--- config.mk ---
export PLATFORM = sky130hd
export DESIGN_NAME = instr_fetch_unit_flat
export DESIGN_NICKNAME = d
export VERILOG_FILES = /design/src/rtl/instr_fetch_unit_if.sv /design/src/rtl/instr_fetch_unit.sv /design/src/flat_wrapper.sv
export SDC_FILE = /design/constraint.sdc
export NUM_CORES = 1
export LEC_CHECK = 0
export CAP_MARGIN = 30
export CORE_ASPECT_RATIO = 1.4
export CORE_MARGIN = 5
export CORE_UTILIZATION = 40
export DETAILED_ROUTE_END_ITERATION = 16
export SETUP_SLACK_MARGIN = 0.1
export SLEW_MARGIN = 20
export SYNTH_ARGS = -nofsm -noshare
export SYNTH_HDL_FRONTEND = slang
export SYNTH_SLANG_ARGS = --single-unit
--- constraint.sdc ---
create_clock -name clk -period 3.5 [get_ports clk]
set_input_delay 0.35 -clock clk [delete_from_list [all_inputs] [get_ports clk]]
set_output_delay 0.35 -clock clk [all_outputs]
set_load 0.05 [all_outputs]
--- src/rtl/instr_fetch_unit_if.sv ---
// Fetch-stage bus bundle: instruction-memory request/response channel,
// branch redirect inputs and the instruction handshake towards decode.
interface instr_fetch_unit_if;
    logic        imem_req_valid;
    logic        imem_req_ready;
    logic [31:0] imem_req_addr;
    logic        imem_rsp_valid;
    logic [31:0] imem_rsp_data;
    logic        pc_src;
    logic [31:0] branch_pc;
    logic [31:0] imm_ext;
    logic        instr_valid;
    logic        instr_ready;
    logic [31:0] instr;
    logic [31:0] instr_pc;
    logic [31:0] instr_pc_plus4;

    modport master (
        output imem_req_valid, imem_req_addr,
        output instr_valid, instr, instr_pc, instr_pc_plus4,
        input  imem_req_ready, imem_rsp_valid, imem_rsp_data,
        input  pc_src, branch_pc, imm_ext, instr_ready
    );

    modport slave (
        input  imem_req_valid, imem_req_addr,
        input  instr_valid, instr, instr_pc, instr_pc_plus4,
        output imem_req_ready, imem_rsp_valid, imem_rsp_data,
        output pc_src, branch_pc, imm_ext, instr_ready
    );
endinterface

--- src/rtl/instr_fetch_unit.sv ---
// RV32 fetch stage: PC register, credit-limited request issue, in-order
// response queue and branch redirect with stale-response draining.
module instr_fetch_unit #(
    parameter logic [31:0] RESET_PC = 32'h0000_0000,
    parameter int unsigned DEPTH    = 2
) (
    input  logic               clk,
    input  logic               rst,
    instr_fetch_unit_if.master bus
);
    localparam int unsigned PTR_W = (DEPTH > 1) ? $clog2(DEPTH) : 1;
    localparam int unsigned CNT_W = $clog2(DEPTH) + 1;
    localparam logic [CNT_W:0] DEPTH_C = (CNT_W + 1)'(DEPTH);

    typedef enum logic [1:0] {IDLE, FETCH, FLUSH} state_t;

    state_t           r_state, w_state_nxt;
    logic [31:0]      r_fetch_pc, w_fetch_pc_nxt;
    logic [31:0]      r_rsp_pc, w_rsp_pc_nxt;
    logic [31:0]      r_pend_addr;
    logic             r_pend, w_pend_nxt;
    logic [CNT_W-1:0] r_inflight, w_inflight_nxt;
    logic [CNT_W-1:0] r_occ, w_occ_nxt;
    logic [CNT_W-1:0] r_drop_cnt, w_drop_nxt;
    logic [PTR_W-1:0] r_wr_ptr, w_wr_ptr_nxt;
    logic [PTR_W-1:0] r_rd_ptr, w_rd_ptr_nxt;
    logic [31:0]      r_q_data [DEPTH];
    logic [31:0]      r_q_pc   [DEPTH];

    logic             w_head_valid;
    logic             w_credit;
    logic             w_accept;
    logic             w_rsp;
    logic             w_push;
    logic             w_pop;
    logic [CNT_W:0]   w_used;
    logic [31:0]      w_target;
    logic [31:0]      w_head_data;
    logic [31:0]      w_head_pc;

    function automatic logic [31:0] f_target(input logic [31:0] pc, input logic [31:0] off);
        logic [31:0] sum;
        sum = pc + off;
        return {sum[31:2], 2'b00};
    endfunction

    // Credit uses registered counts only, so a pop never frees a slot in the same cycle.
    assign w_used       = {1'b0, r_inflight} + {1'b0, r_occ};
    assign w_credit     = (w_used < DEPTH_C);
    assign w_head_valid = (r_occ != '0);
    assign w_target     = f_target(bus.branch_pc, bus.imm_ext);

    // A request left pending keeps its original address even after a redirect.
    assign bus.imem_req_valid = r_pend || ((r_state == FETCH) && w_credit);
    assign bus.imem_req_addr  = r_pend ? r_pend_addr : r_fetch_pc;

    assign w_accept = bus.imem_req_valid && bus.imem_req_ready;
    assign w_rsp    = bus.imem_rsp_valid && (r_state != IDLE);
    assign w_push   = (r_state == FETCH) && w_rsp && !bus.pc_src;
    assign w_pop    = w_head_valid && bus.instr_ready;

    assign w_head_data = r_q_data[r_rd_ptr];
    assign w_head_pc   = r_q_pc[r_rd_ptr];

    assign bus.instr_valid    = w_head_valid;
    assign bus.instr          = w_head_valid ? w_head_data : 32'h0;
    assign bus.instr_pc       = w_head_valid ? w_head_pc : 32'h0;
    assign bus.instr_pc_plus4 = w_head_valid ? (w_head_pc + 32'd4) : 32'h0;

    always_comb begin
        w_state_nxt    = r_state;
        w_fetch_pc_nxt = r_fetch_pc;
        w_rsp_pc_nxt   = r_rsp_pc;
        w_drop_nxt     = r_drop_cnt;
        w_pend_nxt     = bus.imem_req_valid && !bus.imem_req_ready;
        w_inflight_nxt = r_inflight + CNT_W'(w_accept) - CNT_W'(w_rsp);

        if (bus.pc_src) begin
            w_fetch_pc_nxt = w_target;
            w_rsp_pc_nxt   = w_target;
        end

        unique case (r_state)
            IDLE: begin
                w_state_nxt = FETCH;
            end
            FETCH: begin
                if (bus.pc_src) begin
                    // Everything in flight, plus a still-pending request, belongs to the old stream.
                    w_drop_nxt = w_inflight_nxt;
                    if ((w_inflight_nxt != '0) || w_pend_nxt) begin
                        w_state_nxt = FLUSH;
                    end
                end else begin
                    if (w_accept) w_fetch_pc_nxt = r_fetch_pc + 32'd4;
                    if (w_push)   w_rsp_pc_nxt   = r_rsp_pc + 32'd4;
                end
            end
            FLUSH: begin
                w_drop_nxt = r_drop_cnt + CNT_W'(w_accept) - CNT_W'(w_rsp);
                if ((w_drop_nxt == '0) && !w_pend_nxt) begin
                    w_state_nxt = FETCH;
                end
            end
            default: begin
                w_state_nxt = IDLE;
            end
        endcase
    end

    always_comb begin
        w_occ_nxt    = r_occ;
        w_wr_ptr_nxt = r_wr_ptr;
        w_rd_ptr_nxt = r_rd_ptr;
        if (bus.pc_src) begin
            w_occ_nxt    = '0;
            w_wr_ptr_nxt = '0;
            w_rd_ptr_nxt = '0;
        end else begin
            w_occ_nxt    = r_occ + CNT_W'(w_push) - CNT_W'(w_pop);
            w_wr_ptr_nxt = r_wr_ptr + PTR_W'(w_push);
            w_rd_ptr_nxt = r_rd_ptr + PTR_W'(w_pop);
        end
    end

    always_ff @(posedge clk) begin
        if (!rst) begin
            r_state    <= IDLE;
            r_fetch_pc <= RESET_PC;
            r_rsp_pc   <= RESET_PC;
            r_pend     <= 1'b0;
            r_inflight <= '0;
            r_occ      <= '0;
            r_drop_cnt <= '0;
            r_wr_ptr   <= '0;
            r_rd_ptr   <= '0;
        end else begin
            r_state    <= w_state_nxt;
            r_fetch_pc <= w_fetch_pc_nxt;
            r_rsp_pc   <= w_rsp_pc_nxt;
            r_pend     <= w_pend_nxt;
            r_inflight <= w_inflight_nxt;
            r_occ      <= w_occ_nxt;
            r_drop_cnt <= w_drop_nxt;
            r_wr_ptr   <= w_wr_ptr_nxt;
            r_rd_ptr   <= w_rd_ptr_nxt;
        end
    end

    // Data-only storage: validity is carried entirely by the counters above.
    always_ff @(posedge clk) begin
        if (w_pend_nxt) begin
            r_pend_addr <= bus.imem_req_addr;
        end
        if (w_push) begin
            r_q_data[r_wr_ptr] <= bus.imem_rsp_data;
            r_q_pc[r_wr_ptr]   <= r_rsp_pc;
        end
    end

endmodule

--- src/flat_wrapper.sv ---
// flat-port wrapper written by rule: the top's interface ports become plain ports
module instr_fetch_unit_flat 
#(
    parameter logic [31:0] RESET_PC = 32'h0000_0000,
    parameter int unsigned DEPTH    = 2
)
  (clk, rst, bus_imem_req_valid, bus_imem_req_addr, bus_instr_valid, bus_instr, bus_instr_pc, bus_instr_pc_plus4, bus_imem_req_ready, bus_imem_rsp_valid, bus_imem_rsp_data, bus_pc_src, bus_branch_pc, bus_imm_ext, bus_instr_ready);
  instr_fetch_unit_if bus_i ();
  input  logic clk;
  input  logic rst;
  output wire logic [$bits(bus_i.imem_req_valid)-1:0] bus_imem_req_valid;
  output wire logic [$bits(bus_i.imem_req_addr)-1:0] bus_imem_req_addr;
  output wire logic [$bits(bus_i.instr_valid)-1:0] bus_instr_valid;
  output wire logic [$bits(bus_i.instr)-1:0] bus_instr;
  output wire logic [$bits(bus_i.instr_pc)-1:0] bus_instr_pc;
  output wire logic [$bits(bus_i.instr_pc_plus4)-1:0] bus_instr_pc_plus4;
  input wire logic [$bits(bus_i.imem_req_ready)-1:0] bus_imem_req_ready;
  input wire logic [$bits(bus_i.imem_rsp_valid)-1:0] bus_imem_rsp_valid;
  input wire logic [$bits(bus_i.imem_rsp_data)-1:0] bus_imem_rsp_data;
  input wire logic [$bits(bus_i.pc_src)-1:0] bus_pc_src;
  input wire logic [$bits(bus_i.branch_pc)-1:0] bus_branch_pc;
  input wire logic [$bits(bus_i.imm_ext)-1:0] bus_imm_ext;
  input wire logic [$bits(bus_i.instr_ready)-1:0] bus_instr_ready;
  assign bus_imem_req_valid = bus_i.imem_req_valid;
  assign bus_imem_req_addr = bus_i.imem_req_addr;
  assign bus_instr_valid = bus_i.instr_valid;
  assign bus_instr = bus_i.instr;
  assign bus_instr_pc = bus_i.instr_pc;
  assign bus_instr_pc_plus4 = bus_i.instr_pc_plus4;
  assign bus_i.imem_req_ready = bus_imem_req_ready;
  assign bus_i.imem_rsp_valid = bus_imem_rsp_valid;
  assign bus_i.imem_rsp_data = bus_imem_rsp_data;
  assign bus_i.pc_src = bus_pc_src;
  assign bus_i.branch_pc = bus_branch_pc;
  assign bus_i.imm_ext = bus_imm_ext;
  assign bus_i.instr_ready = bus_instr_ready;
  instr_fetch_unit #(.RESET_PC(RESET_PC), .DEPTH(DEPTH)) u_core (.clk(clk), .rst(rst), .bus(bus_i));
endmodule
; Yosys cells after proc, flatten, opt, wreduce, memory -nomap -nowiden
; Memories as Yosys holds them, arrays and structs flattened. A register that Yosys moved wholly into a read port is not among the register bits.
; Cells that the tools add are included.
[word_totals]
inputBits = 102
wordCells = 76
mem_count = 2
output_inout_bits = 130
latchBits = 0
ff_bits = 107
ram_bits = 128
rom_bits = 0
[op_classes]
addsub = 13
n_mul = 0
n_div = 0
n_mux = 22
shift = 0
n_reduce_logical = 22
n_bitwise = 1
n_eq_ne = 5
magnitude_cmp = 1
[memory_table]
columns = name, depth, width, rd, rd_clocked_by_memory_dff, write_ports, line
row1 = u_core.r_q_data, 2, 32, 1, 1, 1, instr_fetch_unit.sv:27  ; logic [31:0] r_q_data [DEPTH];
row2 = u_core.r_q_pc, 2, 32, 1, 1, 1, instr_fetch_unit.sv:28  ; logic [31:0] r_q_pc [DEPTH];
[ops]
columns = op, n
row1 = 32-bit 2-to-1 mux, 12
row2 = 32-bit by 3-bit adder with 32-bit output (second input constant), 3
row3 = 32-bit adder, 1
row4 = 1-bit logical AND, 8
row5 = 2-bit 2-to-1 mux, 4
row6 = 2-bit nonzero test, 4
row7 = 2-bit by 1-bit adder with 2-bit output, 3
row8 = 2-bit case mux with 3 select lines, 1
row9 = 2-bit by 1-bit subtractor with 2-bit output, 3
row10 = 2-bit zero test, 2
row11 = 1-bit 2-to-1 mux, 4
row12 = 2-bit != test (second input constant), 2
row13 = 2-bit case mux with 2 select lines, 1
row14 = 2-bit by 2-bit adder with 3-bit output, 1
row15 = 1-bit zero test, 3
row16 = 3-bit by 2-bit < comparator with 1-bit output (second input constant), 1
row17 = 3-bit AND reduction, 1
row18 = 1-bit adder, 2
row19 = 2-bit by 1-bit equality test with 1-bit output (second input constant), 1
row20 = 2-bit equality test (second input constant), 1
row21 = 1-bit logical OR, 2
row22 = 2-bit by 1-bit != test with 1-bit output (second input constant), 1
row23 = 2-bit AND reduction, 1
row24 = 2-bit OR reduction, 1
row25 = 1-bit inverter, 1

; Logic depth before layout (Yosys ltp)
; Gate-level depths: netlist of run 1.
[logic_depth]
ltp_word = 12
ltp_mapped = 13

; Worst setup path before layout of run 1
; OpenSTA, ideal clock, no wires.
[synth_path]
path_type = register to output
startpoint = register u_core.r_rd_ptr (netlist name)
endpoint = output bus_instr_pc_plus4[24]
required_ps = 3150
n_path_buf = 4
arrival_time_ps = 3186
setup_slack_ps = -36
stages_incl_launch_ff = 14
path_cell_list = dfxtp_1 buf_6 buf_6 buf_6 buf_2 mux2_2 ha_1 inv_1 a2111oi_4 nand2_1 nor3b_2 nand2b_1 xnor2_1 nor2_1
[synth_rtl]
columns = element, line
row1 = end: declaration, flat_wrapper.sv:16  ; output wire logic [$bits(bus_i.instr_pc_plus4)-1:0] bus_instr_pc_plus4;

==> reports/metrics.yaml, run 1 <==
outcome:
  status: "finished clean"
yosys:
  synth_cells: 1197
  synth_top_family_by_area: "simple AND/OR/NAND/NOR gates"
  synth_seq_cells: 235
  synth.area.top_cells: "edfxtp_1, dfxtp_1, mux2i_1"
  synth_mux_area_share_pct: 8.45
  ys_warn_count: 0
  ys.flop_type: "edfxtp_1"
  synth-xor-area-share_pct: 7.10
  async_reset_ff_share_pct: 0
  synth_cell_type_count: 87
  yosysTopAreaCell: "edfxtp_1"
  synth_top_cell_area_share_pct: 37.8
  synth-compound-area-share_pct: 12.6
  netlist_area_sq_um: 12700
  synth_adder_area_share_pct: 4.00
  syn_area_per_cell_sq_um: 10.6
  synth_edf_count: 160
  synthSimpleGateAreaFrac_pct: 15.6
  yosysSeqAreaShare_pct: 49.6
  syn-num-nets: 1339
clock_network:
  clock-sinks: 235
  tritoncts: "built"
  clkLatencyLatePin_ps: 510
  htree_num_levels: 1
  postCtsHoldBufs: 0
  numCtsBuffers: 23
  cts.clk_slew.worst_paths_ps: 60
  clk_path_buf_depth: 3
  root_buffer: "clkbuf_16"
floorplanning:
  die_w_um: 161
  ioPinCount: 232
  fp.dieH_um: 221
  rows: 77
  die_area_sq_um: 35500
  coreArea_sq_um: 31500
  start_util_pct: 40.3
critical_path:
  crit_chain: "buf_12 > buf_4 > mux2i_1 > nor2_1 > clkdlybuf4s50_1"
  arrival_ps: 2900
  crit_fanout: 38
  worstSetupPathType: "reg2out"
  required_ps: 3150
  cp_num_buf_inv: 3
  cp_slowest_cell: "clkdlybuf4s50_1"
  critical-path-top-delay-family: "buffers and inverters"
  critPathMaxStageDelay_ps: 710
  start_kind: "flop"
  worstSetupEndpointType: "output pin"
placement:
  port_buffers: 231
  dp_hpwl_mm: 25.2
  globalplace.congestion: 0.877
detailed_routing:
  vias: 9865
  drt_iter0_drc: 360
  drtAntennaViolNets: 0
  wl_mm: 33.0
  dr.pass1.iters: 5
  wl_per_cell_um: 18.0
  viasPerCell: 5.36
  drc: 0
sta:
  finalCritPeriodShare_pct: 92.7
  min_period_ps: 3250
  skew_ps: 15.2
  setup_violations: 0
  max_freq_mhz: 308
  rsz0062_at_grt: "no"
  slew_headroom_pct: 46.1
  timing.hold.ws_ps: 423
  setup_tns_ps: 0
  worst_pin_slew_ps: 786
  hold_viol: 0
  drv_slew: 0
grt:
  grt_start_max_net_pins: 55
  antenna_found_initial: 0
  grtUsageTotal_pct: 17.7
  globalRouteOverflowTotal: 0
  grt_pass1_wl_mm: 51.6
  grt_pass1_vias: 9790
min_path:
  min_path_type: "in2reg"
final_layout:
  regArea_sq_um: 6310
  multi_input_area_sq_um: 6130
  antenna_cells: 0
  areaGrowthSynthToFinish_pct: 29.7
  n_fill_cell: 2814
  drive_above_1_share_pct: 11.2
  nets: 1569
job:
  drv_cap: 0
pwr:
  ir_worst_vdd_v: 0.000302
  power_density_nw_per_um2: 452
  p_leak_nw: 5.88
## state kept, by name, indices dropped and copies added (netlist names)
register / flops
u_core.r_q_data: 64
u_core.r_rd_ptr: 1
u_core.r_wr_ptr: 1
u_core.r_rsp_pc: 32
u_core.r_pend: 1
u_core.r_occ: 2
u_core.r_drop_cnt: 2
u_core.r_pend_addr: 32
u_core.r_inflight: 2
u_core.r_state: 2
u_core.r_q_pc: 64
u_core.r_fetch_pc: 32
## routing by layer
metal  vias up  global-route usage (%)  routed length, um
li1       4845                       -                  -
met4         0                    5.00                747
met3        43                    2.29               1470
met2       273                    33.1              17000
met1      4704                    21.0              13800
met5         -                       0                  0
## cells in the mapped netlist, types with 4 or more instances
master    count
edfxtp_1    160
nor2_1      157
nand2_1      84
a21oi_1      77
dfxtp_1      75
mux2i_1      65
xnor2_1      55
xor2_1       48
o21ai_0      43
ha_1         39
nand3_1      39
mux2_2       35
clkbuf_1     32
inv_1        23
and3_1       20
nor3_1       20
a21o_1       17
nand4_1      17
a211oi_1     14
and2_1       10
o22ai_1      10
o211ai_1      9
buf_2         8
nand3b_1      8
nand2b_1      7
nor2b_1       7
buf_1         6
a31oi_1       5
and4_1        5
o21a_1        5
buf_6         4
o211a_1       4
o21bai_1      4
## through the flow
stage | cell area [sq um] | utilization (%) | instances | power [mW] | setup WS [ps]
2_1_floorplan | 12700 | - | 1197 | 4.44 | 107
3_3_place_gp | 15700 | 49.7 | 1793 | 5.01 | 490
4_1_cts | 16400 | 52.2 | 1836 | 7.52 | 109
3_5_place_dp | 15700 | 49.7 | 1793 | 5.03 | 449
5_1_grt | 16500 | 52.3 | 1839 | 7.78 | 100
6_report | 16500 | 52.3 | 1839 | 7.45 | 254
## cell type report
class	instances	area share, %
multi-input combinational	885	37.2
clock inverter	11	0.812
sequential	235	38.3
clock buffer	31	3.80
tap	395	3.00
inverter	24	0.547
timing repair buffer	258	16.4
## repair_timing
item / CTS / global route
resized for setup: 4 / 4
buffers inserted: 1 / 3
setup endpoints to repair: 18 / 10
endpoints found under the hold margin: 0 / 0
pin swaps: 0 / 3
## cell usage in the layout (no fill, tap or decap), drive strengths merged, types with 19 or more instances in the layout
master and instances:
a21oi 78, and3 20, buf 49, clkbuf 31, clkdlybuf4s50 205, dfxtp 75
edfxtp 160, ha 39, inv 24, mux2 36, mux2i 66, nand2 84
nand3 39, nand4 19, nor2 158, nor3 20, o21ai 48, xnor2 55
xor2 48
## power by group
group          internal (mW)  total, mW  switching [mW]
sequential              3.18       3.33           0.151
clock                   1.48       2.49            1.01
combinational          0.643       1.64           0.994
total                   5.30       7.45            2.15
## worst paths after layout
kind,slack [ps],cells after the start,from,end
max,250,5,u_core.r_rd_ptr,bus_instr_pc[15]
min,420,1,bus_imem_rsp_data[30],u_core.r_q_data[0][30]
max reg2reg,550,10,u_core.r_occ[0],u_core.r_fetch_pc[29]
min reg2reg,470,0,u_core.r_rsp_pc[1],u_core.r_q_pc[1][1]
## cells by family (layout without fill, tap and decap cells)
kind of cell | Yosys count | in the layout
fa+ha+maj | 40 | 40
simple gates | 404 | 404
mux | 102 | 102
compound gates | 236 | 236
flops | 235 | 235
buf+inv | 77 | 324
xor+xnor | 103 | 103
No activity file was read; power rests on OpenSTA's default activity.
==> run 2: changes to the inputs <==
--- a/config.mk
+++ b/config.mk
@@ -10,8 +10,9 @@
 export CORE_MARGIN = 5
 export CORE_UTILIZATION = 40
 export DETAILED_ROUTE_END_ITERATION = 16
+export REMOVE_ABC_BUFFERS = 1
 export SETUP_SLACK_MARGIN = 0.1
-export SLEW_MARGIN = 20
+export SLEW_MARGIN = 30
 export SYNTH_ARGS = -nofsm -noshare
 export SYNTH_HDL_FRONTEND = slang
 export SYNTH_SLANG_ARGS = --single-unit
==> run 2 against run 1 <==
  * Wire length is essentially flat
  * Sequential share of layout area up 0.11 points
  * Worst hold slack worse by 4.7 ps
  * Final area fell by 0.28%
  * Fmax rose by 0.13%
  * Clock power barely moved
  * Critical path type unchanged
  * Critical endpoint is now bus_instr_pc_plus4[6]
  * Largest cell class unchanged
  * Largest power group unchanged
  * Highest routed layer is now met5
==> reports/metrics.yaml, run 2 (synthesis gave the netlist of run 1 again) <==
detailed_routing:
  viasPerCell: 5.29
  wl_per_cell_um: 17.9
  drc: 0
  vias: 9735
  drtAntennaViolNets: 0
  wl_mm: 33.1
  drt_iter0_drc: 488
  dr.pass1.iters: 4
grt:
  grt_pass1_vias: 9944
  globalRouteOverflowTotal: 0
  grt_start_max_net_pins: 65
  grtUsageTotal_pct: 17.9
  grt_pass1_wl_mm: 52.3
  antenna_found_initial: 2
pwr:
  internal_power_mw: 5.32
  ir_worst_vdd_v: 0.000221
  p_switching_mw: 2.15
  p_comb_share_pct: 21.8
  swShare_pct: 28.8
  p_leak_nw: 5.89
  clkPwrFrac_pct: 33.7
  seq_power_share_pct: 44.5
  power_density_nw_per_um2: 454
floorplanning:
  ioPinCount: 232
  die_w_um: 161
  start_util_pct: 40.3
  die_area_sq_um: 35500
  fp.dieH_um: 221
  rows: 77
  coreArea_sq_um: 31500
sta:
  finalCritPeriodShare_pct: 92.6
  setup_violations: 0
  hold_viol: 0
  timing.hold.ws_ps: 418
  max_freq_mhz: 308
  fin_ws_ps: 258
  rsz0062_at_grt: "yes"
  worst_pin_slew_ps: 907
  slew_headroom_pct: 39.5
  drv_slew: 0
  skew_ps: 8.84
  min_period_ps: 3240
final_layout:
  nets: 1572
  final_cell_mix: "clkdlybuf4s50_1, edfxtp_1, nor2_1, nand2_1, a21oi_1"
  areaGrowthSynthToFinish_pct: 29.3
  n_fill_cell: 2859
  drive_above_1_share_pct: 11.0
  reg_top3: "u_core.r_q_data (64), u_core.r_q_pc (64)"
  fin_util_pct: 52.2
  layout.cells.most_common: "clkdlybuf4s50_1"
critical_path:
  required_ps: 3150
  worstSetupEndpointType: "output pin"
  rr_worst_depth: 10
  crit_fanout: 13
  start_kind: "flop"
  worstSetupPathType: "reg2out"
  arrival_ps: 2890
placement:
  place_ws_ps: 349
  dp_hpwl_mm: 25.1
  globalplace.congestion: 0.844
  port_buffers: 231
clock_network:
  tritoncts: "built"
  cts.clk_slew.worst_paths_ps: 60
  clk_path_buf_depth: 3
  clock-sinks: 235
  root_buffer: "clkbuf_16"
  clkLatencyLatePin_ps: 510
  numCtsBuffers: 23
  postCtsHoldBufs: 0
  htree_num_levels: 1
min_path:
  min_path_type: "in2reg"
  worstHoldPathCells: 1
job:
  drv_cap: 0
outcome:
  status: "finished clean"
[run 2: changes by cell type in the layout (fill, tap and decap cells not counted), sizes merged]
cell,delta
clkinv,+4
clkbuf,-3
clkinvlp,-2
dlygate4sd2,+2
buf,+1
bufinv,+1
diode,+1
inv,-1
[run 2: timing repair]
action,in CTS,in global routing
pin swaps,3,2
hold endpoints to repair,0,0
buffers inserted,3,8
resized for setup,11,4
endpoints found under the setup margin,44,15
[run 2: power by group through the flow]
stage	Sequential (mW)	Clock (mW)	Combinational (mW)
global placement	3.38	0	1.62
floorplan	3.35	0	1.07
detailed placement	3.39	0	1.63
global route	3.35	2.70	1.75
CTS	3.33	2.59	1.64
finish	3.33	2.51	1.63
[run 2: layer usage]
metal	vias up	part of all wire, %	GRT usage [%]
met4	2	3.2	6.86
met2	245	52	33.3
met5	-	0.039	0
met3	63	4.4	2.31
li1	4853	-	-
met1	4572	41	20.8
[run 2: through the flow]
stage          instances  power (mW)  cell area, sq um  setup TNS, ps
2_1_floorplan       1144        4.42             12500        -124150
3_3_place_gp        1788        5.00             15500              0
3_5_place_dp        1788        5.01             15500              0
4_1_cts             1832        7.56             16300              0
5_1_grt             1842        7.80             16400              0
6_report            1842        7.47             16400              0
[run 2: worst max-delay path, cell delays in order (launching register included)]
cell and delay, ps:
dfxtp_4 450, mux2_2 370, ha_1 200, inv_1 140, nor3_1 110, xor2_1 160
nor2_1 100, clkdlybuf4s50_1 830
[run 2: area by class of cell]
cell class / count / area [sq um] / share of cell area, %
Sequential cell: 235 / 6310 / 38.4
Antenna cell: 1 / 2.50 / 0.0152
Tap cell: 395 / 494 / 3.01
Timing Repair Buffer: 261 / 2660 / 16.2
Clock inverter: 13 / 161 / 0.982
Clock buffer: 28 / 594 / 3.62
Inverter: 24 / 90.1 / 0.548
Multi-Input combinational cell: 885 / 6130 / 37.3
[run 2: path summary, 6_finish.rpt]
kind | start | endpoint | slack (ps)
max | u_core.r_rd_ptr | bus_instr_pc_plus4[6] | 260
min | bus_imem_rsp_data[13] | u_core.r_q_data[0][13] | 420
max reg2reg | u_core.r_occ[0] | u_core.r_fetch_pc[29] | 610
min reg2reg | u_core.r_rsp_pc[1] | u_core.r_q_pc[1][1] | 450
